`src/rtl/i2s_deserializer.sv`:
```
// I2S receiver: synchronizes bck/wclk/sdata into the mclk domain, tracks the
// left/right slot framing, and emits one {left, right} word per complete frame.
module i2s_deserializer #(
    parameter int SYNC_STAGES = 2,
    parameter int WIDTH       = 16
) (
    input  logic               mclk,
    input  logic               rst_n,
    input  logic               bck,
    input  logic               wclk,
    input  logic               sdata,
    output logic [2*WIDTH-1:0] data,
    output logic               valid,
    output logic               err,
    output logic               locked
);

    localparam int CW = $clog2(WIDTH + 1);

    typedef enum logic [1:0] {
        HUNT  = 2'd0,
        LEFT  = 2'd1,
        RIGHT = 2'd2
    } state_e;

    logic [SYNC_STAGES-1:0] bck_sync_q, wclk_sync_q, sdata_sync_q;
    logic                   bck_prev_q, wclk_prev_q;
    logic                   bck_s, wclk_s, sdata_s, tick;

    state_e                 state_q, state_d;
    logic [CW-1:0]          cnt_q, cnt_d;
    logic [WIDTH-1:0]       left_q, left_d, right_q, right_d;
    logic [2*WIDTH-1:0]     data_q, data_d;
    logic                   valid_q, valid_d, err_q, err_d, locked_q, locked_d;
    logic                   slot_full, frame_err;

    // All three inputs share one chain depth so bit/word/data stay aligned.
    assign bck_s   = bck_sync_q[SYNC_STAGES-1];
    assign wclk_s  = wclk_sync_q[SYNC_STAGES-1];
    assign sdata_s = sdata_sync_q[SYNC_STAGES-1];
    assign tick    = bck_s & ~bck_prev_q;

    // NOTE: sequential state uses non-blocking assignments and an async reset
    // that clears every flop, including the synchronizers.
    always_ff @(posedge mclk or negedge rst_n) begin
        if (!rst_n) begin
            bck_sync_q   <= '0;
            wclk_sync_q  <= '0;
            sdata_sync_q <= '0;
            bck_prev_q   <= 1'b0;
            wclk_prev_q  <= 1'b0;
            state_q      <= HUNT;
            cnt_q        <= '0;
            left_q       <= '0;
            right_q      <= '0;
            data_q       <= '0;
            valid_q      <= 1'b0;
            err_q        <= 1'b0;
            locked_q     <= 1'b0;
        end else begin
            bck_sync_q   <= {bck_sync_q[SYNC_STAGES-2:0], bck};
            wclk_sync_q  <= {wclk_sync_q[SYNC_STAGES-2:0], wclk};
            sdata_sync_q <= {sdata_sync_q[SYNC_STAGES-2:0], sdata};
            bck_prev_q   <= bck_s;
            if (tick) wclk_prev_q <= wclk_s;
            state_q      <= state_d;
            cnt_q        <= cnt_d;
            left_q       <= left_d;
            right_q      <= right_d;
            data_q       <= data_d;
            valid_q      <= valid_d;
            err_q        <= err_d;
            locked_q     <= locked_d;
        end
    end

    assign slot_full = (cnt_q == CW'(WIDTH));

    // NOTE: every next-state signal gets a default first, so no latches form.
    always_comb begin
        state_d   = state_q;
        cnt_d     = cnt_q;
        left_d    = left_q;
        right_d   = right_q;
        data_d    = data_q;
        valid_d   = 1'b0;
        err_d     = 1'b0;
        locked_d  = locked_q;
        frame_err = 1'b0;

        if (tick) begin
            case (state_q)
                HUNT: begin
                    if (!wclk_s && wclk_prev_q) begin
                        state_d = LEFT;
                        left_d  = {left_q[WIDTH-2:0], sdata_s};
                        cnt_d   = CW'(1);
                    end
                end
                LEFT: begin
                    if (slot_full) begin
                        if (wclk_s) begin
                            state_d = RIGHT;
                            right_d = {right_q[WIDTH-2:0], sdata_s};
                            cnt_d   = CW'(1);
                        end else begin
                            frame_err = 1'b1;
                        end
                    end else if (!wclk_s) begin
                        left_d = {left_q[WIDTH-2:0], sdata_s};
                        cnt_d  = cnt_q + CW'(1);
                    end else begin
                        frame_err = 1'b1;
                    end
                end
                RIGHT: begin
                    if (slot_full) begin
                        if (!wclk_s) begin
                            state_d = LEFT;
                            left_d  = {left_q[WIDTH-2:0], sdata_s};
                            cnt_d   = CW'(1);
                        end else begin
                            frame_err = 1'b1;
                        end
                    end else if (wclk_s) begin
                        right_d = {right_q[WIDTH-2:0], sdata_s};
                        cnt_d   = cnt_q + CW'(1);
                        // Last right bit: publish the frame on the next cycle.
                        if (cnt_q == CW'(WIDTH - 1)) begin
                            data_d   = {left_q, right_d};
                            valid_d  = 1'b1;
                            locked_d = 1'b1;
                        end
                    end else begin
                        frame_err = 1'b1;
                    end
                end
                default: state_d = HUNT;
            endcase
        end

        if (frame_err) begin
            state_d  = HUNT;
            cnt_d    = '0;
            left_d   = '0;
            right_d  = '0;
            err_d    = 1'b1;
            locked_d = 1'b0;
        end
    end

    assign data   = data_q;
    assign valid  = valid_q;
    assign err    = err_q;
    assign locked = locked_q;

endmodule

```
`config.mk`:
```
export PLATFORM = sky130hd
export DESIGN_NAME = i2s_deserializer
export DESIGN_NICKNAME = d
export VERILOG_FILES = /design/src/rtl/i2s_deserializer.sv
export SDC_FILE = /design/constraint.sdc
export NUM_CORES = 1
export LEC_CHECK = 0
export CORE_UTILIZATION = 55
export CTS_CLUSTER_SIZE = 16
export DETAILED_ROUTE_END_ITERATION = 6
export GPL_TIMING_DRIVEN = 0
export PLACE_DENSITY = 0.89
export SYNTH_ARGS = -nofsm -noshare
export SYNTH_HDL_FRONTEND = slang
export SYNTH_SLANG_ARGS = --single-unit
```
`constraint.sdc`:
```
create_clock -name mclk -period 3.8 [get_ports mclk]
set_clock_uncertainty 0.05 [all_clocks]
set_input_delay 0.57 -clock mclk [delete_from_list [all_inputs] [get_ports mclk]]
set_output_delay 0.57 -clock mclk [all_outputs]
set_load 0.02 [all_outputs]
```
# Word-level counts from Yosys, hierarchy flattened
# Index checks and enable logic that the tools add are counted.
totals:
  register_bits: 82
  wordCells: 97
op_classes:
  add_sub_neg: 1
  n_eq_ne: 16
  mux: 49
  bitwise: 3
  n_reduce_logical: 15
ops:
  columns: ["op", "count"]
  rows:
  - ["16-bit 2-to-1 mux", 11]
  - ["16-bit one-hot mux with 3 select lines", 1]
  - ["5-bit 2-to-1 mux", 9]
  - ["16-bit one-hot mux with 2 select lines", 1]
  - ["3-bit inequality test (second input constant)", 7]
  - ["1-bit 2-to-1 mux", 17]
  - ["4-bit inequality test (second input constant)", 4]
  - ["5-bit one-hot mux with 3 select lines", 1]
  - ["5-bit AND reduction", 3]
  - ["2-bit 2-to-1 mux", 7]
  - ["2-bit nonzero test", 4]
  - ["7-bit AND reduction", 1]
  - ["2-bit one-hot mux with 3 select lines", 1]
  - ["6-bit AND reduction", 1]
  - ["5-bit by 1-bit adder with 5-bit output (second input constant)", 1]
  - ["5-bit by 4-bit == test with 1-bit output (second input constant)", 1]
  - ["5-bit == test (second input constant)", 1]
  - ["4-bit AND reduction", 1]
  - ["4-bit nonzero test", 1]
  - ["3-bit nonzero test", 1]
  - ["2-bit by 1-bit == test with 1-bit output (second input constant)", 1]
  - ["2-bit == test (second input constant)", 1]
  - ["2-bit zero test", 1]
  - ["2-bit by 1-bit inequality test with 1-bit output (second input constant)", 1]
  - ["5 further kinds", 6]

# Longest topological paths before layout
# Gate-level depths: netlist of the first run.
depth:
  depth_word: 7
  depth_mapped: 13

# Worst setup path after synthesis of the first run
# OpenSTA, ideal clock, no wires.
synth_path:
  path_kind: "reg2reg"
  start: "reg cnt_q[0]"
  end: "reg cnt_q[2]"
  setup_time_ns: 0.118
  arrival_time_ns: 2.447
  required_time_ns: 3.632
  path_slack_ns: 1.184
  path_stages_with_launch: 14
  path_buffers: 3
  period_less_slack_ns: 2.616
  cell_sequence: "dfrtp_1 > inv_1 > ha_1 > nand4bb_1 > buf_2 > inv_2 > ha_1 > nand2b_1 > a211o_1 > buf_6 > a211o_1 > buf_6 > o21bai_1 > a21o_1"
synth_between:
  elab_chain_len: 6
synth_lines:
  columns: ["item", "line", "text"]
  rows:
  - ["start, declared", "31", "logic [CW-1:0] cnt_q, cnt_d;"]
  - ["start signal, assigned", "67", "cnt_q <= cnt_d;"]
  - ["5-bit by 1-bit adder with 5-bit output / 5-bit == test (equally long branches)", "111, 127, 77", null]
  - ["5-bit 2-to-1 mux, or another cell as far along", "125", "end else if (wclk_s) begin"]
  - ["5-bit 2-to-1 mux, or another cell as far along", "117", "if (slot_full) begin"]
  - ["5-bit one-hot mux with 3 select lines / 1-bit 2-to-1 mux (equally long branches)", "92, 91", null]
  - ["5-bit 2-to-1 mux, or another cell as far along", "91", "if (tick) begin"]
  - ["5-bit 2-to-1 mux / 7-bit AND reduction (equally long branches)", null, null]
# Several ways; a longest one is shown, not always the timed one. The select of a mux whose other input is x is not followed.
# A chain may end at the register's enable or synchronous reset.

# Worst setup path in the final report of the first run
# Same ends and word-level chain as after synthesis.

==> results.md, run 1 <==
Drt:
- For this run, the detailed router's first-pass iteration total came to 4.
- After the first detailed-routing iteration, the DRC count stood at 141.
- In the final routed layout, each cell accounts on average for 14.5 um.
- After detailed routing, the number of remaining DRC violations is 0.
- Detailed routing inserted a total of 2211 vias.
- Dividing the detail-routed via count by the number of cells gives 5.50.
- The total wire length is 5820 um.
- The number of nets with antenna violations after detailed routing is 0.

Final layout:
- 0 antenna diodes ended up in the layout.
- The area growth from synthesis to layout is 20.9%.
- Of the cells placed in the final design, the portion with a size suffix greater than 1 is 0.183.
- The area of all placed cells without fillers is 4080 um2.
- The layout net count is 339.
- The layout has 406 filler cells.

Clocking:
- CTS saw 81 sinks.
- The CTS H-tree depth is 3.
- The clock input transition at the sequential cells of the worst setup and hold paths is 0.08 ns.
- The buffer cell driving the clock tree root is clkbuf_8.
- In this run, post-CTS hold repair placed 0 buffers.
- In this run, post-CTS repair resized a total of 0 instances.
- The total CTS buffers is 9.
- Once the clock tree was built, the setup fixing pass inserted 0 buffers.
- The maximum number of buffers from clock root to sink is 2.
- The TritonCTS clock tree is built.
- The later pin in the worst-skew pair is clocked with a latency of 0.35 ns.

Logic synthesis:
- The mean cell area of the mapped netlist is 12.4 um2.
- Of the post-synthesis cell area, the dominant cell type holds 0.601.
- The main flop type after synthesis is dfrtp_1.
- The count of cell types in the netlist is 34.
- The Yosys step of the flow raised 0 warnings.
- The number of synthesized flops with an enable pin is 0.
- The post-synthesis cell area is 3370 um2.
- The register bit total from synthesis is 81.
- The share of synthesized registers carrying an async set or reset is 1.00.
- dfrtp_1 takes more of the synthesized area than any other cell.
- The net count after synthesis is 288.
- Counting every instance in the synthesized netlist gives 271.
- For this run, the register share of the synthesized area comes to 0.601.
- Yosys attributes the largest share of cell area to dfrtp_1, mux2_2, ha_1.

Global route:
- The via count of the first global-routing pass is 2102.
- Across every metal layer, demand over resource in global routing totals 0.200.
- Entering global routing, the biggest net connects 68 pins.
- The first global-routing pass estimated 9560 um of wire.
- The number of antenna violations at the first check in global routing is 0.
- The total overflow left after global routing is 0.

Floorplan:
- The core region is 5920 um2.
- The top-level I/O count is 40.
- The initial core utilization is 0.569.
- The die boundary height is 80.3 um.
- The die is 80.3 um wide.
- The total die area is 6450 um2.
- The number of placement rows is 28.

Timing:
- The number of max-slew violations in the final report came to 0.
- Setup violations remaining at the end of the flow were counted as 0.
- Dividing the final minimum period by the clock period gives 0.737.
- The worst path setup slack after routing is 0.999 ns.
- The hold violation total from the final report is 0.
- The remaining max-slew budget at the tightest pin is 0.607.
- The actual transition at the worst max-transition pin is 0.589 ns.
- Setup repair after global routing left no endpoint under its margin.
- The post-route minimum period is 2.80 ns.
- The maximum clock frequency is 0.357 GHz.

Worst setup path:
- The kind of launch point of the worst setup path is a register.
- STA classifies the critical path endpoint as a register.
- The worst-case register-to-register setup slack is 1.0 ns.
- The largest driver fanout on the critical path is 10.
- The arrival time at the worst endpoint is 3.00 ns.
- The classification of the worst setup path is reg2reg.
- The depth of the most critical reg-to-reg path is 13.
- The data required time of the critical path is 3.99 ns.

Place:
- Timing analysis after detailed placement gives a worst setup slack of 1.02 ns.
- The post-DP HPWL is 4020 um.
- Port buffering added 39 buffers.
- At the end of routability-driven placement, the weighted congestion stood at 0.926.
- After detailed placement, the total cell area comes to 3880 um2.

Power:
- The clock network power share is 0.334.
- The power density over the cells is 457 nW/um2.
- The analysis attributes to cell leakage a power of 1.93 nW.
- The combinational share of power is 0.136.
- Of the total power, registers draw 0.531.
- In this run the power spent charging and discharging nets is 498 uW.
- The worst-case IR drop observed on VDD is 0.000288 V.
- Internal power comes to 1.36 mW.
- Of the total power, the share spent switching nets is 0.268.

Outcome:
- The flow ran to the end, and the final reports show no timing, DRC or antenna violations.

Min path:
- The class of the tightest hold or removal check is in2async.

Flow run:
- The number of maximum-capacitance constraint violations is 0.
[metal layers]
metal / global-route usage / share of wire / vias up
li1: - / - / 1060
met5: 0 / 0 / -
met1: 0.256 / 0.46 / 1103
met3: 0.0443 / 0.036 / 8
met4: 0.109 / 0.019 / 0
met2: 0.317 / 0.48 / 40
[through the flow]
stage / setup TNS, ns / total power, mW / util / cells / hold WS (ns)
2_1_floorplan: 0 / 1.18 / - / 271 / 0.224
3_3_place_gp: -46.60 / 1.24 / 0.651 / 385 / 0.285
3_5_place_dp: 0 / 1.26 / 0.655 / 386 / 0.291
4_1_cts: 0 / 1.87 / 0.689 / 402 / 0.00913
5_1_grt: 0 / 1.95 / 0.689 / 402 / 0.0206
6_report: 0 / 1.86 / 0.689 / 402 / 0.0146
[cells by family (layout without fill, tap and decap cells)]
group,after synthesis,count (layout),share of synthesized area
flops,81,81,0.601
simple gates,68,68,0.104
compound gates,52,52,0.106
mux,33,33,0.110
buf+inv,25,81,0.0338
fa+ha+maj,12,12,0.0445
[power groups by stage]
stage | clock network [mW] | logic, mW | registers, mW
after floorplan | 0 | 0.193 | 0.989
after detailed placement | 0 | 0.253 | 1.01
final | 0.621 | 0.253 | 0.988
after CTS | 0.631 | 0.255 | 0.987
after global placement | 0 | 0.243 | 1.00
after global routing | 0.665 | 0.290 | 0.996
[worst max-delay path: stages, from the launching register on]
cell and delay [ns]:
dfrtp_1 0.39, inv_1 0.07, ha_1 0.19, nand4bb_1 0.09
buf_2 0.20, inv_2 0.09, ha_1 0.27, nand2b_1 0.16
a211o_1 0.32, buf_6 0.14, a211o_1 0.27, buf_6 0.14
o21bai_1 0.14, a21o_1 0.17
[layout by cell type, fill, tap and decap left out, types with 2 or more instances in the layout]
master / n
nand2_1: 27
nand3_1: 17
o31ai_1: 2
buf_2: 4
clkbuf_8: 10
o21a_1: 3
a211o_1: 4
nor2_1: 4
a21o_1: 2
inv_1: 8
clkdlybuf4s50_1: 38
dfrtp_1: 81
a22o_1: 16
mux2_2: 32
a21oi_1: 7
inv_2: 2
clkbuf_1: 10
nand2b_1: 3
or3_1: 2
o21ai_0: 16
buf_6: 2
nand3b_1: 3
clkinv_2: 2
nor3_1: 3
clkinvlp_4: 2
ha_1: 12
[worst paths after layout]
path,endpoint,startpoint
min in group mclk,bck_sync_q[1]$_DFF_PN0_,bck_sync_q[0]$_DFF_PN0_
worst max register to register,cnt_q[2]$_DFFE_PN0P_,cnt_q[0]$_DFFE_PN0P_
worst max-delay path,cnt_q[2]$_DFFE_PN0P_,cnt_q[0]$_DFFE_PN0P_
worst min-delay path,data[25]$_DFFE_PN0P_,rst_n
worst min register to register,bck_sync_q[1]$_DFF_PN0_,bck_sync_q[0]$_DFF_PN0_
max in group asynchronous,right_q[6]$_DFFE_PN0P_,rst_n
[cell usage after synthesis, drive strengths merged, types with 3 or more instances]
library cell  instances
ha                   12
buf                   6
nand2                28
clkbuf                9
a211o                 4
a21oi                 7
a22o                 16
nor3                  4
nand3                17
dfrtp                81
o21ai                16
mux2                 32
nor2                  4
o21a                  3
inv                  10
nand2b                3
nand3b                3
[state kept, by name (all words and copies together) (netlist names), 2 cells and up]
name          flops
bck_sync_q        2
cnt_q             5
data             32
left_q           16
right_q          15
sdata_sync_q      2
state_q           2
wclk_sync_q       2
[cell type report]
| cell class | count | area, um2 | share of cell area |
|---|---|---|---|
| clock inverter | 5 | 55.1 | 0.0135 |
| clock buffer | 11 | 141 | 0.0347 |
| timing repair buffer | 40 | 415 | 0.102 |
| inverter | 10 | 37.5 | 0.00921 |
| tap | 75 | 93.8 | 0.0230 |
| sequential | 81 | 2030 | 0.497 |
| multi-input combinational | 165 | 1230 | 0.302 |
| buffer | 15 | 76.3 | 0.0187 |
No activity file was read; power rests on OpenSTA's default activity.
==> inputs of run 2 (changes only) <==
==> constraint.sdc (replaced) <==
create_clock -name mclk -period 2.65 [get_ports mclk]
set_clock_uncertainty 0.05 [all_clocks]
set_input_delay 0.3975 -clock mclk [delete_from_list [all_inputs] [get_ports mclk]]
set_output_delay 0.3975 -clock mclk [all_outputs]
set_load 0.02 [all_outputs]
==> run 2 against run 1 <==
Compared with the run above:
- core utilization rose by 2.4 points
- die area did not move
- register-to-register slack got worse by 0.99 ns
- critical path depth did not move
- cell count rose by 2.7%
- combinational power rose by 76%
- non-clock buffer count rose by 11
- sequential cell count did not move
- sequential power rose by 44%
- wire length rose by 11%
- total power rose by 48%
- critical path type unchanged
- largest cell class unchanged
- largest power group unchanged
- highest routed layer unchanged
==> results.md, run 2 (synthesis gave the netlist of run 1 again) <==
Drt:
- The detail route stage leaves a number of antenna-violating nets equal to 0.
- The final route contains 2341 vias.
- The total wire length is 6470 um.
- For this run, design rule violations remaining after detail routing come to 0.
- The detailed router finished its first iteration with 192 violations.
- In the routed layout, each cell is associated on average with a via count of 5.67.
- The final routed wire length divided by cell count is 15.7 um.
- The first detailed-routing pass took 4 iterations.

Place:
- The cell total after placement is 386.
- The post-DP HPWL is 4020 um.
- The count of input and output buffers is 39.
- At the end of routability-driven placement, the weighted congestion stood at 0.926.

Clocking:
- Counting along the longest clock path gives a buffer depth of 2.
- The TritonCTS clock tree is built.
- The TritonCTS sink count is 81.
- The clock network latency to the later pin of the worst-skew pair is 0.35 ns.
- The CTS H-tree depth is 3.
- The total CTS buffers is 9.
- In this run the clock root is driven by a clkbuf_8.
- The clock input transition at the sequential cells of the worst setup and hold paths is 0.08 ns.

Final layout:
- The repair_antennas step left the layout with diodes totalling 0.
- In the final layout, flip-flops and latches occupy 2030 um2.
- The post-layout utilization of the core is 0.713.
- The post-layout instance count excluding filler cells is 413.
- The layout net count is 350.
- The fraction of final layout cells with drive strength greater than 1 is 0.228.
- From synthesis to final layout, the design area changed by 25.2%.
- The number of fill cells in the layout is 380.
- The library cell used most frequently in the layout, excluding fill and tap cells, is dfrtp_1.
- The library cells used most frequently in the layout, excluding fill and tap cells, are dfrtp_1, clkdlybuf4s50_1, mux2_2.
- The area occupied by multi-input gates is 1270 um2.
- The number of flip-flops in the largest register is 32.

Power:
- Across the VDD grid, the largest voltage drop is 0.000379 V.
- Of the total power, the share spent switching nets is 0.275.
- Cell internal power was estimated by the tool at 2.00 mW.
- For this design the static power due to leakage is 1.99 nW.
- The clock network power share is 0.324.
- Of the total power, combinational logic draws 0.162.
- Power comes to 2.75 mW.
- Summed over all nets, the switching power comes to 756 uW.
- The share of total power dissipated in sequential elements is 0.515.
- The power density over the cells is 652 nW/um2.

Floorplan:
- The x dimension of the die is 80.3 um.
- The top-level I/O count is 40.
- In this run the vertical extent of the chip is 80.3 um.
- The total die area is 6450 um2.
- The initial core utilization is 0.569.
- The region available for standard cell placement spans 5920 um2.
- The number of placement rows is 28.

Timing:
- The count of final setup violators is 0.
- For this run, the top clock speed supported by timing is 0.378 GHz.
- The number of max-slew violations in the final report is 0.
- On the final layout, the worst hold slack is 0.302 ns.
- The smallest clock period supported by the final layout is computed as 2.65 ns.
- The remaining max-slew budget at the tightest pin is 0.638.
- The hold violation total from the final report is 0.
- Setup repair after global routing could not meet its margin everywhere.
- The actual transition at the worst max-transition pin is 0.543 ns.
- Of the available clock period, the critical path in the final layout requires 0.998.

Global route:
- The overall overflow remaining after global route is 0.
- The number of antenna violations at the first check in global routing is 0.
- Entering global routing, the biggest net connects 68 pins.
- The wire length of the first global-routing pass is 9780 um.
- The overall track demand over capacity in global routing is 0.205.
- The via count of the first global-routing pass is 2147.

Worst setup path:
- STA classifies the critical path startpoint as a register.
- Data on the critical path is required at its endpoint by 2.85 ns.
- The critical path in this run is classified as reg2reg.
- The largest driver fanout on the critical path is 5.
- The arrival time at the worst endpoint is 2.84 ns.
- STA classifies the critical path endpoint as a register.

Outcome:
- The run finished with clean final reports.

Min path:
- The worst hold path belongs to the class reg2reg.

Flow run:
- Across the run, the number of max-cap violations was 0.
==> run 2: changes by cell type in the layout (fill, tap and decap cells not counted), moves of 2 or more <==
| cell | change |
|---|---|
| buf_4 | +9 |
| ha_1 | -3 |
| ha_4 | +3 |
| inv_1 | -2 |
==> run 2: final cells by class <==
| type | instances | area share |
|---|---|---|
| clock inverters | 5 | 0.0130 |
| flip-flops and latches | 81 | 0.480 |
| plain buffers | 15 | 0.0199 |
| inverters | 10 | 0.0107 |
| repair buffers | 51 | 0.118 |
| clock buffers | 11 | 0.0335 |
| well taps | 75 | 0.0222 |
| multi-input cells | 165 | 0.302 |
==> run 2: worst paths after layout <==
kind                       depth (start not counted)                       to  slack [ns]                     from
setup reg to reg                                  13     cnt_q[2]$_DFFE_PN0P_       0.005     cnt_q[0]$_DFFE_PN0P_
min in group asynchronous                          2     data[28]$_DFFE_PN0P_        0.39                    rst_n
setup / recovery                                  13     cnt_q[2]$_DFFE_PN0P_       0.005     cnt_q[0]$_DFFE_PN0P_
max in group asynchronous                          3   right_q[6]$_DFFE_PN0P_        1.60                    rst_n
hold reg to reg                                    0  bck_sync_q[1]$_DFF_PN0_        0.30  bck_sync_q[0]$_DFF_PN0_
hold / removal                                     0  bck_sync_q[1]$_DFF_PN0_        0.30  bck_sync_q[0]$_DFF_PN0_
==> run 2: metal layers <==
layer / share of wire / global-route usage / routed length, um / vias up
met2: 0.50 / 0.327 / 3240 / 59
li1: - / - / - / 1082
met3: 0.035 / 0.0443 / 226 / 19
met5: 0 / 0 / 0 / -
met1: 0.44 / 0.261 / 2820 / 1181
met4: 0.027 / 0.109 / 172 / 0
==> run 2: metrics by stage <==
step / TNS (ns) / setup WS [ns] / instance area, um2
finish: 0 / 0.00478 / 4220
global route: -0.329 / -0.0833 / 4220
CTS: 0 / 0.000845 / 4130
detailed placement: -0.585 / -0.134 / 3880
global placement: -126.19 / -1.56 / 3850
floorplan: 0 / 0.0345 / 3370
==> run 2: critical path: stages (launching register included) <==
cell and delay (ns):
dfrtp_1 0.39, inv_2 0.08, ha_4 0.12, nand4bb_1 0.17
buf_6 0.19, inv_8 0.06, ha_4 0.19, nand2b_4 0.14
a211o_1 0.26, buf_6 0.13, a211o_1 0.32, buf_6 0.14
o21bai_1 0.14, a21o_1 0.15
==> run 2: power by group through the flow <==
| stage | logic [mW] | registers [mW] | clock network [mW] |
|---|---|---|---|
| after CTS | 0.396 | 1.41 | 0.905 |
| after floorplan | 0.277 | 1.42 | 0 |
| after detailed placement | 0.363 | 1.44 | 0 |
| after global routing | 0.499 | 1.43 | 0.953 |
| after global placement | 0.349 | 1.43 | 0 |
| final | 0.445 | 1.42 | 0.891 |
==> run 2: what timing repair did <==
| action | 4_1_cts | 5_1_grt |
|---|---|---|
| cloned | 0 | 1 |
| hold buffers | 1 | 0 |
| setup buffers | 4 | 5 |
| gates resized for setup | 3 | 11 |
| hold endpoints to repair | 14 | 0 |
| endpoints found under the setup margin | 15 | 25 |
| pin swaps | 0 | 4 |
